===== config.mk =====
export PLATFORM = sky130hd
export DESIGN_NAME = accumulator_array
export DESIGN_NICKNAME = d
export VERILOG_FILES = /design/src/rtl/accumulator_array.sv
export SDC_FILE = /design/constraint.sdc
export NUM_CORES = 1
export LEC_CHECK = 0
export BUFFER_PORTS_ARGS = -buffer_cell sky130_fd_sc_hd__buf_4
export CORE_MARGIN = 2
export CORE_UTILIZATION = 58
export CTS_CLUSTER_DIAMETER = 120
export DETAILED_ROUTE_END_ITERATION = 7
export PLACE_DENSITY = 0.75
export SYNTH_ARGS = -nofsm -noshare
export SYNTH_HDL_FRONTEND = slang
export SYNTH_SLANG_ARGS = --single-unit

===== constraint.sdc =====
create_clock -name clk -period 3.9 [get_ports clk]
set_input_delay 0.39 -clock clk [delete_from_list [all_inputs] [get_ports clk]]
set_output_delay 0.39 -clock clk [all_outputs]
set_load 0.005 [all_outputs]

===== src/rtl/accumulator_array.sv =====
// Multi-channel conv accumulator: sums signed product bursts per channel, adds bias,
// rescales, optional ReLU, saturates to DATA_W. One output register with valid/ready.
module accumulator_lane #(
    parameter int DATA_W    = 8,
    parameter int IN_W      = 2*DATA_W,
    parameter int ACC_W     = 32,
    parameter int FRAC_BITS = 0
) (
    input  logic              clk,
    input  logic              rst,
    input  logic              acc_en,
    input  logic              fin_en,
    input  logic [IN_W-1:0]   data,
    input  logic [DATA_W-1:0] bias,
    input  logic              relu_en,
    output logic [DATA_W-1:0] res,
    output logic              sat
);
    localparam int AW1 = ACC_W + 1;
    localparam int SW  = ACC_W + 2;
    localparam logic [ACC_W-1:0] AMAX = {1'b0, {(ACC_W-1){1'b1}}};
    localparam logic [ACC_W-1:0] AMIN = {1'b1, {(ACC_W-1){1'b0}}};
    localparam logic signed [SW-1:0] OMAX = {{(SW-DATA_W+1){1'b0}}, {(DATA_W-1){1'b1}}};
    localparam logic signed [SW-1:0] OMIN = {{(SW-DATA_W+1){1'b1}}, {(DATA_W-1){1'b0}}};

    logic [ACC_W-1:0]     acc, acc_nxt;
    logic                 sticky, ovf;
    logic [AW1-1:0]       a1;
    logic signed [SW-1:0] acc_x, dat_x, bias_x, s, sh;
    logic [DATA_W-1:0]    res_nxt;
    logic                 osat;

    // Running sum: one guard bit detects overflow of the ACC_W range.
    always_comb begin
        a1      = {acc[ACC_W-1], acc} + {{(AW1-IN_W){data[IN_W-1]}}, data};
        ovf     = a1[ACC_W] != a1[ACC_W-1];
        acc_nxt = ovf ? (a1[ACC_W] ? AMIN : AMAX) : a1[ACC_W-1:0];
    end

    // Final beat: biased sum at ACC_W+2 bits cannot wrap, then floor-shift.
    always_comb begin
        acc_x   = {{2{acc[ACC_W-1]}}, acc};
        dat_x   = {{(SW-IN_W){data[IN_W-1]}}, data};
        bias_x  = {{(SW-DATA_W){bias[DATA_W-1]}}, bias} <<< FRAC_BITS;
        s       = acc_x + dat_x + bias_x;
        sh      = s >>> FRAC_BITS;
        osat    = 1'b0;
        if (relu_en && sh < 0)
            sh = '0;
        if (sh > OMAX) begin
            res_nxt = OMAX[DATA_W-1:0];
            osat    = 1'b1;
        end else if (sh < OMIN) begin
            res_nxt = OMIN[DATA_W-1:0];
            osat    = 1'b1;
        end else begin
            res_nxt = sh[DATA_W-1:0];
        end
    end

    always_ff @(posedge clk or negedge rst) begin
        if (!rst) begin
            acc    <= '0;
            sticky <= 1'b0;
            res    <= '0;
            sat    <= 1'b0;
        end else if (acc_en) begin
            acc    <= acc_nxt;
            sticky <= sticky | ovf;
        end else if (fin_en) begin
            acc    <= '0;
            sticky <= 1'b0;
            res    <= res_nxt;
            sat    <= osat | sticky;
        end
    end
endmodule

module accumulator_array #(
    parameter int DATA_W    = 8,
    parameter int IN_W      = 2*DATA_W,
    parameter int CH        = 4,
    parameter int ACC_W     = 32,
    parameter int FRAC_BITS = 0
) (
    input  logic                 clk,
    input  logic                 rst,
    input  logic                 ena,
    input  logic                 in_valid,
    output logic                 in_ready,
    input  logic                 in_last,
    input  logic [CH*IN_W-1:0]   in_data,
    input  logic [CH*DATA_W-1:0] in_bias,
    input  logic                 relu_en,
    output logic                 out_valid,
    input  logic                 out_ready,
    output logic [CH*DATA_W-1:0] out_data,
    output logic [CH-1:0]        out_sat
);
    typedef enum logic {IDLE, ACCUM} state_t;

    state_t                       state_q, state_d;
    logic                         beat, acc_en, fin_en;
    logic [CH-1:0][IN_W-1:0]      dat;
    logic [CH-1:0][DATA_W-1:0]    bias, res;

    assign dat      = in_data;
    assign bias     = in_bias;
    assign out_data = res;

    // Ready never looks at in_valid/in_last so upstream can't form a loop through it.
    assign in_ready = ena && (!out_valid || out_ready);
    assign beat     = in_valid && in_ready;
    assign acc_en   = beat && !in_last;
    assign fin_en   = beat && in_last;

    always_ff @(posedge clk or negedge rst) begin
        if (!rst) state_q <= IDLE;
        else      state_q <= state_d;
    end

    always_comb begin
        state_d = state_q;
        case (state_q)
            IDLE:    if (acc_en) state_d = ACCUM;
            ACCUM:   if (fin_en) state_d = IDLE;
            default: state_d = IDLE;
        endcase
    end

    // A last beat accepted in the transfer cycle replaces the result without a bubble.
    always_ff @(posedge clk or negedge rst) begin
        if (!rst)
            out_valid <= 1'b0;
        else if (fin_en)
            out_valid <= 1'b1;
        else if (ena && out_valid && out_ready)
            out_valid <= 1'b0;
    end

    for (genvar c = 0; c < CH; c++) begin : g_lane
        accumulator_lane #(
            .DATA_W(DATA_W), .IN_W(IN_W), .ACC_W(ACC_W), .FRAC_BITS(FRAC_BITS)
        ) u_lane (
            .clk(clk), .rst(rst), .acc_en(acc_en), .fin_en(fin_en),
            .data(dat[c]), .bias(bias[c]), .relu_en(relu_en),
            .res(res[c]), .sat(out_sat[c])
        );
    end
endmodule


==> impl_results.md <==
* Status: complete, but fails checks
* Failing checks: negative setup slack
* H-tree Lvls at 4
* GR Overflow Total at 0
* Die X at 209 µm
* Pwr dens at 1040 nW/µm²
* # rows at 75
* Top-count cell post-synth: nor2_1
* Ranking of synthesized cells by area: dfrtp_1 17%, ha_1 13%, fa_1 11%
* WP data arrival at 4.78 ns
* Post-DP HPWL at 60400 µm
* Largest net degree at the start of global routing at 85
* Register area share after synthesis at 0.173
* Pre-CTS setup slack at -0.701 ns
* Final hold vios at 0
* Fin Clk Skew at 0.0136 ns
* Post-route minimum period at 4.35 ns
* Crit path launch type: register
* Synth top cells by count: 269 x nor2_1, 256 x ha_1, 237 x a21oi_1, 235 x nand2_1, 190 x o21ai_0
* Clk buf depth at 2
* Setup tns final at -6.80 ns
* Via/cell ratio at 6.36
* I/O pin cnt at 141
* Initial antenna violation count at 0
* Clock share of power at 0.053
* Slew Limit Headroom at 0.313
* Number of synthesized register bits at 169
* Total wire length at 82400 µm
* Worst Path Required at 4.33 ns
* # DRC at 0
* First-pass GRT wire length at 129000 µm
* Die Span Y at 209 µm
* Avg Inst Size Synth at 8.29 µm²
* Via Count at 26900
* Fin cells at 4236
* First-pass iteration count of the detailed router at 6
* Synth top area share at 0.173
* Final Wtd Congestion at 0.939
* FILL cells at 2766
* Unrepaired setup endpoints after global routing: yes
* DP Cell Count at 4137
* Cell taking the most area after synthesis: dfrtp_1
* Crit. End Element: register
* Max VDD drop at 0.000620 V
* Initial Util at 0.584
* Sw Ratio at 0.488
* HP Class: in2reg
* Fin crit share at 1.12
* Fraction of registers with async set/reset at 1.00
* Least-Margin Pin Slew at 1.03 ns
* Psw at 16.9 mW
* Vias in the first global route at 27000
* Tot GR Track Use at 0.359
* Flop pwr share at 0.096
* Gate Count Post-Synth at 2945
* Ant. Diodes at 0
* Setup Crit Path Kind: reg2reg
* Antenna viol nets, final at 0
* Internal power at 17.7 mW
* Clock Pin Slew Worst Setup and Hold Paths at 0.08 ns
* Root buffer cell: clkbuf_16
* Core Util, Final at 0.798
* Fin. max-slew vios at 0
* DRT iter0 DRCs at 2173
* CTS tree: yes
* Post-route cell area at 33300 µm²
* Post-synthesis cell area at 24400 µm²
* Placed inst area at 30700 µm²
* Layout cell share with drive strength beyond 1 at 0.313
* Core area at 41800 µm²
* TritonCTS Buffers at 17
* Total clock sinks at 169
* Max-cap violations at 0
* Setup violators final at 35
* Synth cell types at 93
* Die ar. at 43700 µm²
* Synthesized net count at 3440
* Peak Freq at 0.230 GHz
* Combinational Power Share at 0.850
* Number of synthesized flops with an enable pin at 0
* Synth-to-layout area growth at 36.7%
* Worst skew pair latency at 0.51 ns
* Prevailing post-synth register cell: dfrtp_1
* Final net count at 4179
* Worst-path fanout max at 7
* Routed wire per std cell at 19.4 µm
* Static Leakage at 15.7 nW
* Port Buffers at 140
* Yosys warns at 0
* Post-route setup slack at -0.450 ns
-- cell type report --
class	count	area, µm²	share of cell area
Timing Repair Buffer	846	6560	0.197
Tap cell	539	674	0.0202
Multi-Input combinational cell	2562	21000	0.628
Clock buffer	18	439	0.0132
Inverter	88	330	0.00991
Sequential cell	169	4230	0.127
Clock inverter	14	155	0.00465
-- through the flow --
step | hold slack (ns) | total power [mW]
2_1_floorplan | 0.0944 | 18.9
3_3_place_gp | 0.382 | 28.0
3_5_place_dp | 0.382 | 28.8
4_1_cts | 0.158 | 32.1
5_1_grt | 0.200 | 37.2
6_report | 0.162 | 34.6
-- worst max-delay path, stage by stage, from the launching register on --
cell and delay (ns):
dfrtp_1 0.42, fa_1 0.51, ha_2 0.23, inv_2 0.06, fa_2 0.18, and2b_1 0.19
o21a_2 0.23, o211a_4 0.26, nor3_2 0.19, xor2_1 0.11, or3_1 0.37, or4_4 0.45
nor4_4 0.28, nand4_4 0.17, or4b_1 0.57, o221ai_2 0.08
-- cells by family (layout without fill, tap and decap cells) --
family,Yosys count,count (layout),share of synthesized area
buffers and inverters,214,966,0.0346
DFF,169,169,0.173
xor gates and xnor gates,184,184,0.0660
adders and majority gates,392,392,0.243
and+or+nand+nor,954,954,0.193
muxes,20,20,0.00831
AOI/OAI and AO/OA,1012,1012,0.282
-- registers in the layout, summed over array words and instances (netlist names) --
register	count
g_lane.u_lane.acc	128
out_valid	1
g_lane.u_lane.res	32
g_lane.u_lane.sat	4
g_lane.u_lane.sticky	4
-- layer usage --
metal | share of wire | track usage
met2 | 0.49 | 0.630
met4 | 0.038 | 0.153
met5 | 0 | 0
met1 | 0.40 | 0.439
met3 | 0.063 | 0.0529
-- repair_timing --
action	CTS	global route
cloned	0	1
pin swaps	99	101
hold buffers	1	0
hold endpoints to repair	46	0
setup buffers	35	32
gates resized for setup	130	178
endpoints found under the setup margin	66	161
-- power by group through the flow --
stage | clock network, mW | logic (mW) | registers [mW]
floorplan | 0 | 15.8 | 3.09
global placement | 0 | 24.7 | 3.29
detailed placement | 0 | 25.5 | 3.32
CTS | 1.85 | 27.0 | 3.29
global route | 1.91 | 31.9 | 3.40
finish | 1.85 | 29.4 | 3.33
-- layout by cell type, fill, tap and decap left out, drive strengths merged, types with 27 or more instances in the layout --
cell type,netlist,layout
inv,88,95
o21bai,34,34
o211ai,36,36
o21a,36,36
nor2b,29,29
nand2b,35,35
or3,27,27
o21ai,198,198
a21o,113,113
fa,136,136
nor3,58,58
nor2,270,270
nand2,235,235
nand3,78,78
xor2,74,74
ha,256,256
buf,21,844
xnor2,110,110
and3,40,40
a221o,68,68
a31oi,34,34
a211oi,53,53
nand4,50,50
a21oi,240,240
dfrtp,169,169
-- worst paths after layout --
kind | slack (ns) | endpoint | depth (start not counted) | from
worst max register to register | -0.45 | g_lane[2].u_lane.res[1] | 15 | g_lane[2].u_lane.acc[1]
worst min register to register | 0.52 | g_lane[3].u_lane.sticky | 2 | g_lane[3].u_lane.sticky
min in group asynchronous | 0.42 | g_lane[3].u_lane.acc[11] | 2 | rst
max in group asynchronous | 2.42 | g_lane[1].u_lane.acc[0] | 3 | rst
worst max-delay path | -0.45 | g_lane[2].u_lane.res[1] | 15 | g_lane[2].u_lane.acc[1]
worst min-delay path | 0.16 | out_valid | 4 | ena
No activity file was read; power rests on OpenSTA's default activity.
